==> config.mk <==
export PLATFORM = sky130hd
export DESIGN_NAME = chebyshev_sequencer
export DESIGN_NICKNAME = d
export VERILOG_FILES = /design/src/rtl/chebyshev_sequencer.sv
export SDC_FILE = /design/constraint.sdc
export NUM_CORES = 1
export LEC_CHECK = 0
export BUFFER_PORTS_ARGS = -buffer_cell sky130_fd_sc_hd__buf_2
export CELL_PAD_IN_SITES_DETAIL_PLACEMENT = 2
export CELL_PAD_IN_SITES_GLOBAL_PLACEMENT = 2
export CORE_MARGIN = 5
export CORE_UTILIZATION = 40
export DETAILED_ROUTE_END_ITERATION = 7
export HOLD_SLACK_MARGIN = 0.12
export MAX_ROUTING_LAYER = met4
export PLACE_DENSITY = 0.81
export SLEW_MARGIN = 20
export SYNTH_ARGS = -nofsm -noshare
export SYNTH_HDL_FRONTEND = slang
export SYNTH_SLANG_ARGS = --single-unit
export TNS_END_PERCENT = 5
==> constraint.sdc <==
create_clock -name clock -period 3.2 [get_ports clock]
set_input_delay 0.64 -clock clock [delete_from_list [all_inputs] [get_ports clock]]
set_output_delay 0.64 -clock clock [all_outputs]
set_load 0.02 [all_outputs]
==> src/rtl/chebyshev_sequencer.sv <==
// Control FSM for the Chebyshev datapath. It holds the coefficient RAM and the
// order N, and for each accepted sample streams c[N]..c[0] (Clenshaw order).
// It then waits for the datapath result and presents it on a valid/ready output.
//
// Ports:
//   clock, reset                   rising-edge clock, synchronous active-high reset
//   cfg_we/cfg_addr/cfg_coeff      coefficient RAM write, honoured only in IDLE
//   cfg_order_we/cfg_order         order N write, saturated to ORDER_MAX, only in IDLE
//   cfg_ready                      config writes accepted this cycle
//   in_valid/in_ready/in_x         sample handshake
//   dp_start/dp_coeff_valid        datapath control (recurrence clear / coefficient strobe)
//   dp_data/dp_coeff               latched sample and current coefficient
//   dp_result                      datapath result, captured once per evaluation
//   out_valid/out_ready/out_y      result handshake
//   busy                           an evaluation is in progress
//
// Every output is registered. Only one evaluation is in flight at a time.
module chebyshev_sequencer #(
  parameter int WL         = 16,
  parameter int CL         = 16,
  parameter int ORDER_MAX  = 7,
  parameter int DP_LATENCY = 2,
  localparam int AW        = (ORDER_MAX > 0) ? $clog2(ORDER_MAX + 1) : 1
) (
  input  logic          clock,
  input  logic          reset,
  input  logic          cfg_we,
  input  logic [AW-1:0] cfg_addr,
  input  logic [CL-1:0] cfg_coeff,
  input  logic          cfg_order_we,
  input  logic [AW-1:0] cfg_order,
  output logic          cfg_ready,
  input  logic          in_valid,
  output logic          in_ready,
  input  logic [WL-1:0] in_x,
  output logic          dp_start,
  output logic          dp_coeff_valid,
  output logic [WL-1:0] dp_data,
  output logic [CL-1:0] dp_coeff,
  input  logic [WL-1:0] dp_result,
  output logic          out_valid,
  input  logic          out_ready,
  output logic [WL-1:0] out_y,
  output logic          busy
);

  // Counter wide enough to hold DP_LATENCY itself.
  localparam int CW = (DP_LATENCY > 0) ? $clog2(DP_LATENCY + 1) : 1;

  typedef enum logic [1:0] {
    IDLE  = 2'd0,
    ISSUE = 2'd1,
    DRAIN = 2'd2,
    DONE  = 2'd3
  } state_t;

  state_t        state;
  logic [CL-1:0] coeff_ram [0:ORDER_MAX];
  logic [AW-1:0] order;
  logic [AW-1:0] idx;
  logic [CW-1:0] drain_cnt;

  logic [AW-1:0] idx_next;
  logic [AW-1:0] order_sat;
  logic          addr_ok;

  always_comb begin
    idx_next  = idx - AW'(1);
    order_sat = (int'(cfg_order) > ORDER_MAX) ? AW'(ORDER_MAX) : cfg_order;
    addr_ok   = (int'(cfg_addr) <= ORDER_MAX);
  end

  always_ff @(posedge clock) begin
    if (reset) begin
      state          <= IDLE;
      for (int i = 0; i <= ORDER_MAX; i++) begin
        coeff_ram[i] <= '0;
      end
      order          <= '0;
      idx            <= '0;
      drain_cnt      <= '0;
      cfg_ready      <= 1'b1;
      in_ready       <= 1'b1;
      dp_start       <= 1'b0;
      dp_coeff_valid <= 1'b0;
      dp_data        <= '0;
      dp_coeff       <= '0;
      out_valid      <= 1'b0;
      out_y          <= '0;
      busy           <= 1'b0;
    end else begin
      // dp_start is a single-cycle pulse; only the accepting edge raises it.
      dp_start <= 1'b0;

      case (state)
        IDLE: begin
          if (cfg_we && addr_ok) begin
            coeff_ram[cfg_addr] <= cfg_coeff;
          end
          if (cfg_order_we) begin
            order <= order_sat;
          end
          // A sample accepted alongside an order write uses the old order:
          // 'order' below still reads its pre-edge value.
          if (in_valid) begin
            dp_data        <= in_x;
            idx            <= order;
            dp_coeff       <= coeff_ram[order];
            dp_coeff_valid <= 1'b1;
            dp_start       <= 1'b1;
            in_ready       <= 1'b0;
            cfg_ready      <= 1'b0;
            busy           <= 1'b1;
            state          <= ISSUE;
          end
        end

        ISSUE: begin
          if (idx == '0) begin
            dp_coeff_valid <= 1'b0;
            dp_coeff       <= '0;
            // The datapath takes the last coefficient on this edge; its result
            // is valid DP_LATENCY edges later and is sampled on the edge after
            // that, so DRAIN lasts DP_LATENCY+1 cycles.
            drain_cnt      <= CW'(DP_LATENCY);
            state          <= DRAIN;
          end else begin
            idx      <= idx_next;
            dp_coeff <= coeff_ram[idx_next];
          end
        end

        DRAIN: begin
          if (drain_cnt == '0) begin
            out_y     <= dp_result;
            out_valid <= 1'b1;
            state     <= DONE;
          end else begin
            drain_cnt <= drain_cnt - CW'(1);
          end
        end

        DONE: begin
          if (out_ready) begin
            out_valid <= 1'b0;
            in_ready  <= 1'b1;
            cfg_ready <= 1'b1;
            busy      <= 1'b0;
            state     <= IDLE;
          end
        end

        default: begin
          state <= IDLE;
        end
      endcase
    end
  end

endmodule
==> reports/qor.yml, run 1 <==
timing.hold.worst_path_depth: 3
post_synth_inst_count: 725
worst_setup_hold_path_clk_slew_ps: 80
nFillCells: 2323
route.detailed.drc: 0
power-per-cell-area_mw_per_mm2: 728
drt_pass1_iterations: 4
layoutNonFillerInstCount: 1158
synthesis.area_per_instance_sq_um: 13.0
critical_path_buf_inv_count: 2
post_cts_resize_count: 0
outcome: "complete, no violations"
max_cap_violations: 0
antenna_violating_nets_post_route: 0
setup-violations-final: 0
row_count: 56
synth-async-reset-ratio_pct: 0
worst_path_fanout_max: 20
peakVddDrop_mv: 0.284
rsz0062_at_grt: "no"
routed_wl_microns: 30800
die-width_microns: 164
antenna_violations_before_repair: 0
yosysUniqueCellTypes: 45
final_cell_area_sq_mm: 0.0109
crit_path_max_incr_delay_ps: 850
crit_required_ps: 3540
detail_route.wl_per_cell_microns: 26.6
wire_length_of_the_first_global_routing_pass_microns: 46800
port_buffers: 113
final.period_utilization_pct: 78.8
die_h_microns: 164
data_arrival_time_of_the_worst_path_ps: 2860
yosysWarningCount: 0
clock.fmax_mhz: 396
post_synth_instance_area_sq_mm: 0.00944
synth_flop_cell: "edfxtp_1"
timing.setup.tns_ps: 0
floorplan.initialDensity_pct: 40.4
finalCriticalPeriod_ps: 2520
worstSetupStartpointType: "flop"
core-area_sq_mm: 0.0233
diodes: 0
dp_wirelength_microns: 20300
critPathKind: "reg -> reg"
design.final.nets: 894
cts_tree: "built"
drive_above_1_share_pct: 30.0
dr.first_iter.drc_count: 418
placed_cells: 1126
cts_buffers: 17
worstRegToRegCells: 7
path_cells: "inv_1, ha_1, buf_12, mux4_2, o211ai_1, o221ai_1, a22o_1"
drt-vias-per-instance: 5.71
cts_buffer_depth: 2
post_cts.repair.setup_buffers: 0
synth_seq_area_share_pct: 54.7
vias: 6610
cts_root_buffer: "clkbuf_16"
crit_family: "adder cells"
num_io_pins: 114
synthesis.nets: 793
synth_enable_flop_cells: 128
detailed_place.area_sq_mm: 0.0103
flow.area_growth_from_synthesis_pct: 15.4
endpoint_kind: "flop"
pin_count_of_the_biggest_net_entering_global_routing: 58
timing_worst_slew_pin_value_ps: 1100
postSynthRegisterBits: 194
grt_pass1_vias: 7522
finClkSkew_ps: 11.6
slew-limit-headroom_pct: 26.5
hold_violations: 0
finalWeightedCongestion: 0.785
worstSetupPathDepth: 7
total_leakage_power_nw: 4.08
overflow_after_grt: 0
slowest_stage: "ha_1"
htree_num_levels: 4
post_cts_hold_buffer_count: 0
grt_usage_pct: 24.2
slew_viol_final: 0
design.die.area_sq_mm: 0.0268
clock_sink_count: 194
clkLatencyLatePin_ps: 450
hp-class: "in -> reg"
final timing paths:
kind / start / endpoint / slack (ps)
max: idx[0] / dp_coeff[12] / 680
min: in_x[11] / dp_data[11] / 420
max reg2reg: idx[0] / dp_coeff[12] / 680
min reg2reg: out_y[1] / out_y[1] / 460
per-stage QoR:
step	setup slack (ps)	power (W)	hold slack (ps)	utilization (%)
after floorplan	932	0.00492	450	-
after global placement	937	0.00554	439	44.1
after detailed placement	672	0.00577	450	44.1
after global routing	579	0.00829	424	46.7
final	677	0.00792	424	46.7
after CTS	681	0.00797	412	46.7
cell type report:
cell class	instances	area [sq um]	share of cell area (%)
sequential	194	5170	47.5
multi-input combinational	455	3880	35.7
timing repair buffer	134	761	6.99
clock buffer	17	425	3.91
tap	319	399	3.67
clock inverter	15	161	1.48
inverter	24	90.1	0.828
sequential cells by signal, indices dropped and copies added (netlist names), named ones only:
name            flops
coeff_ram         128
busy                1
in_ready            1
dp_coeff           16
drain_cnt           2
dp_data            16
state               2
idx                 3
out_y              16
order               3
out_valid           1
dp_start            1
dp_coeff_valid      1
worst register-to-register path: cells and delay by family (launching register included):
family / cells / cell delay [ps]
adders and majority gates: 1 / 850
AOI/OAI and AO/OA: 3 / 540
muxes: 1 / 330
buffers and inverters: 2 / 360
DFF: 1 / 340
kinds of logic (layout without fill, tap and decap cells):
| logic type | Yosys count | in the layout | synth area share [%] |
|---|---|---|---|
| fa+ha+maj | 8 | 8 | 1.06 |
| buf+inv | 76 | 190 | 4.14 |
| flops | 194 | 194 | 54.7 |
| simple gates | 257 | 257 | 14.9 |
| compound gates | 107 | 107 | 7.81 |
| mux | 83 | 83 | 17.3 |
per-layer routing:
layer / vias to the layer above / track usage, % / share of wire [%]
met4: 0 / 7.82 / 2.6
met2: 232 / 42.9 / 52
met1: 3440 / 27.7 / 39
li1: 2874 / - / -
met5: - / - / 0
met3: 64 / 4.74 / 5.5
placed cells by master, fill, tap and decap left out, types with 3 or more instances in the layout:
cell type  instances
a21oi_1           44
a22o_1            16
and2_1           131
buf_12             3
buf_2            113
buf_4             18
clkbuf_16         17
clkinv_4           4
dfxtp_1           64
edfxtp_1         128
ha_1               8
inv_1             24
inv_6              4
inv_8              5
mux2i_1           18
mux4_2            63
nand2_1           76
nand2b_1           5
nand3_1            5
nor2_1            13
nor2_2             3
nor2b_1            6
nor3_2             3
o211ai_1          16
o21ai_0            3
o221ai_1          16
or2_2              8
where the power goes:
group          internal [W]  total [W]  leakage [nW]  switching (W)
Clock               0.00111    0.00219         0.292        0.00107
Combinational       0.00102    0.00256          1.92        0.00153
Sequential          0.00296    0.00318          1.86       0.000222
cell usage after synthesis, types with 3 or more instances:
cell type	n	area, sq um
o211ai_1	16	120
nor2_2	3	18.8
nor2b_1	6	37.5
edfxtp_1	128	3840
buf_2	16	80.1
buf_6	5	56.3
nand2_1	76	285
mux4_2	63	1420
ha_1	8	100
a22o_1	16	140
clkbuf_1	21	78.8
nor2_1	13	48.8
mux2i_1	18	180
buf_4	3	22.5
nand3_1	5	25.0
nor3_2	3	30.0
nand2b_1	5	31.3
clkbuf_2	3	15.0
a21oi_1	44	220
and2_1	131	820
or2_2	8	50.1
inv_1	24	90.1
o21ai_0	3	15.0
o221ai_1	16	140
dfxtp_1	66	1320
(Power assumes the default switching activity.)
==> inputs of run 2 (changes only) <==
CORE_UTILIZATION = 36   (was 40)
PLACE_DENSITY = 0.77   (was 0.81)
clock period = 2.25 ns   (was 3.2 ns; I/O delays follow)
==> reports/qor.yml, run 2 (synthesis results as in run 1) <==
registers.top_by_ff_count: "coeff_ram"
cts_buffers: 17  # unchanged
met1Wirelength_microns: 12200  # +0.85%
power_w: 0.0114  # +44%
core-area_sq_mm: 0.0259  # +11%
outcome: "complete, no violations"
mostFrequentLayoutCells: "131 x and2_1, 128 x edfxtp_1, 113 x buf_2"
data_arrival_time_of_the_worst_path_ps: 2250  # -610 ps
finClkSkew_ps: 13.7  # +2.09 ps
diodes: 0  # unchanged
route.detailed.drc: 0  # unchanged
overflow_after_grt: 0  # unchanged
die-width_microns: 172  # +5.1%
crit_required_ps: 2390  # -1150 ps
pin_count_of_the_biggest_net_entering_global_routing: 46  # -21%
finalCriticalPeriod_ps: 2110  # -408 ps
cts_root_buffer: "clkbuf_16"
row_count: 59  # +5.4%
vias: 6540  # -1.1%
drt_pass1_iterations: 5  # +1
met2_wirelength_microns: 15100  # -6.6%
die_h_microns: 172  # +5.1%
nFillCells: 2602  # +12%
max_cap_violations: 0  # unchanged
wire_length_of_the_first_global_routing_pass_microns: 45900  # -1.9%
grt_pass1_vias: 7422  # -1.3%
dp_wirelength_microns: 19400  # -4.5%
slew-limit-headroom_pct: 43.5  # +17 points
route.met3.wl_microns: 2160  # +27%
timing.setup.tns_ps: 0  # unchanged
clkLatencyLatePin_ps: 440  # about the same
worstSetupStartpointType: "flop"
grt_usage_pct: 21.5  # -2.8 points
design.final.nets: 915  # +2.3%
clock_sink_count: 194  # unchanged
antenna_violating_nets_post_route: 0  # unchanged
slowest_stage: "or3_4"
clock.fmax_mhz: 473  # +19%
timing_worst_slew_pin_value_ps: 843  # -259 ps
fin_worst_hold_slack_ps: 244  # -180 ps
antenna_violations_before_repair: 0  # unchanged
most_common_cell_after_layout_fill_and_taps_aside: "and2_1"
setup-violations-final: 0  # unchanged
flow.area_growth_from_synthesis_pct: 18.2
worst_path_fanout_max: 12  # -40%
hp-class: "in -> reg"
crit_path_max_incr_delay_ps: 380  # -470 ps
endpoint_kind: "flop"
final.period_utilization_pct: 94.0  # +15 points
largest_register_ff_count: 128  # unchanged
num_io_pins: 114  # unchanged
slew_viol_final: 0  # unchanged
drt-vias-per-instance: 5.47  # -4.1%
critPathKind: "reg -> reg"
port_buffers: 113  # unchanged
drive_above_1_share_pct: 31.5  # +1.5 points
detail_route.wl_per_cell_microns: 25.0  # -5.8%
routed_wl_microns: 29900  # -2.8%
highest-signal-layer: "met4"
final-seq-area_sq_mm: 0.00517  # unchanged
power-per-cell-area_mw_per_mm2: 1020  # +40%
multiInputGateArea_sq_mm: 0.00389  # +0.23%
path_cells: "inv_1, ha_1, nand2_1, or3_4, nor2_2, or2_2, buf_12"
rsz0062_at_grt: "no"
dr.first_iter.drc_count: 474  # +13%
finalWeightedCongestion: 0.762  # -3.0%
cts_tree: "built"
cts_buffer_depth: 2  # unchanged
floorplan.initialDensity_pct: 36.4  # -4.0 points
design.die.area_sq_mm: 0.0296  # +10%
peakVddDrop_mv: 0.470  # +65%
worst_setup_hold_path_clk_slew_ps: 70  # about the same
htree_num_levels: 4  # unchanged
hold_violations: 0  # unchanged
total_leakage_power_nw: 4.21  # +3.2%
-- run 2: cell types whose count changed in the layout (fill, tap and decap cells not counted) --
cell       change
inv_8          -4
clkinv_2       +2
nor3b_2        -1
buf_4         +15
clkinv_4       -4
buf_6          +1
ha_1           -1
inv_4          +1
clkbuf_16      +3
nor3b_4        +1
clkbuf_1       +3
buf_12         +5
inv_6          -1
ha_2           +1
-- run 2: per-stage QoR --
stage                     setup slack [ps]  cells  util (%)  instance area [sq um]
after floorplan                        134    725         -                   9440
after global placement                93.9   1162      40.7                  10500
after detailed placement             -27.0   1162      40.7                  10500
after CTS                             72.3   1194      43.0                  11100
after global routing                  18.1   1195      43.0                  11200
final                                  135   1195      43.0                  11200
-- run 2: final cells by class --
class,count,share of cell area (%)
clock buffer,23,4.59
clock inverter,9,0.797
inverter,24,0.808
multi-input combinational,455,34.9
sequential,194,46.3
tap,335,3.76
timing repair buffer,155,8.83
-- run 2: critical path, delay by kind of cell, from the launching register on --
family                     cells  cell delay [ps]
and+or+nand+nor                4              880
DFF                            1              350
buffers and inverters          2              330
adders and majority gates      1              250
-- run 2: final timing paths --
check | from | endpoint | slack, ps | cells past startpoint
max | state[0] | coeff_ram[4][9] | 140 | 7
min reg2reg | out_y[3] | out_y[3] | 460 | 2
max reg2reg | state[0] | coeff_ram[4][9] | 140 | 7
min | in_x[15] | dp_data[15] | 240 | 3
-- run 2: report_power, final --
group,leakage [nW],switching (W),internal (W)
clock,0.300,0.00141,0.00174
combinational,2.05,0.00220,0.00155
sequential,1.86,0.000278,0.00420
total,4.21,0.00389,0.00749
-- run 2: metal layers --
layer / global-route usage, % / vias to the layer above
met5: - / -
met4: 6.12 / 0
met3: 4.53 / 37
met2: 36.3 / 227
met1: 26.1 / 3367
li1: - / 2909
-- run 2: timing repair --
action | 4_1_cts | 5_1_grt
resized for setup | 1 | 1
buffers inserted | 0 | 1
hold buffers | 0 | 0
pin swaps | 0 | 1
setup endpoints to repair | 6 | 16
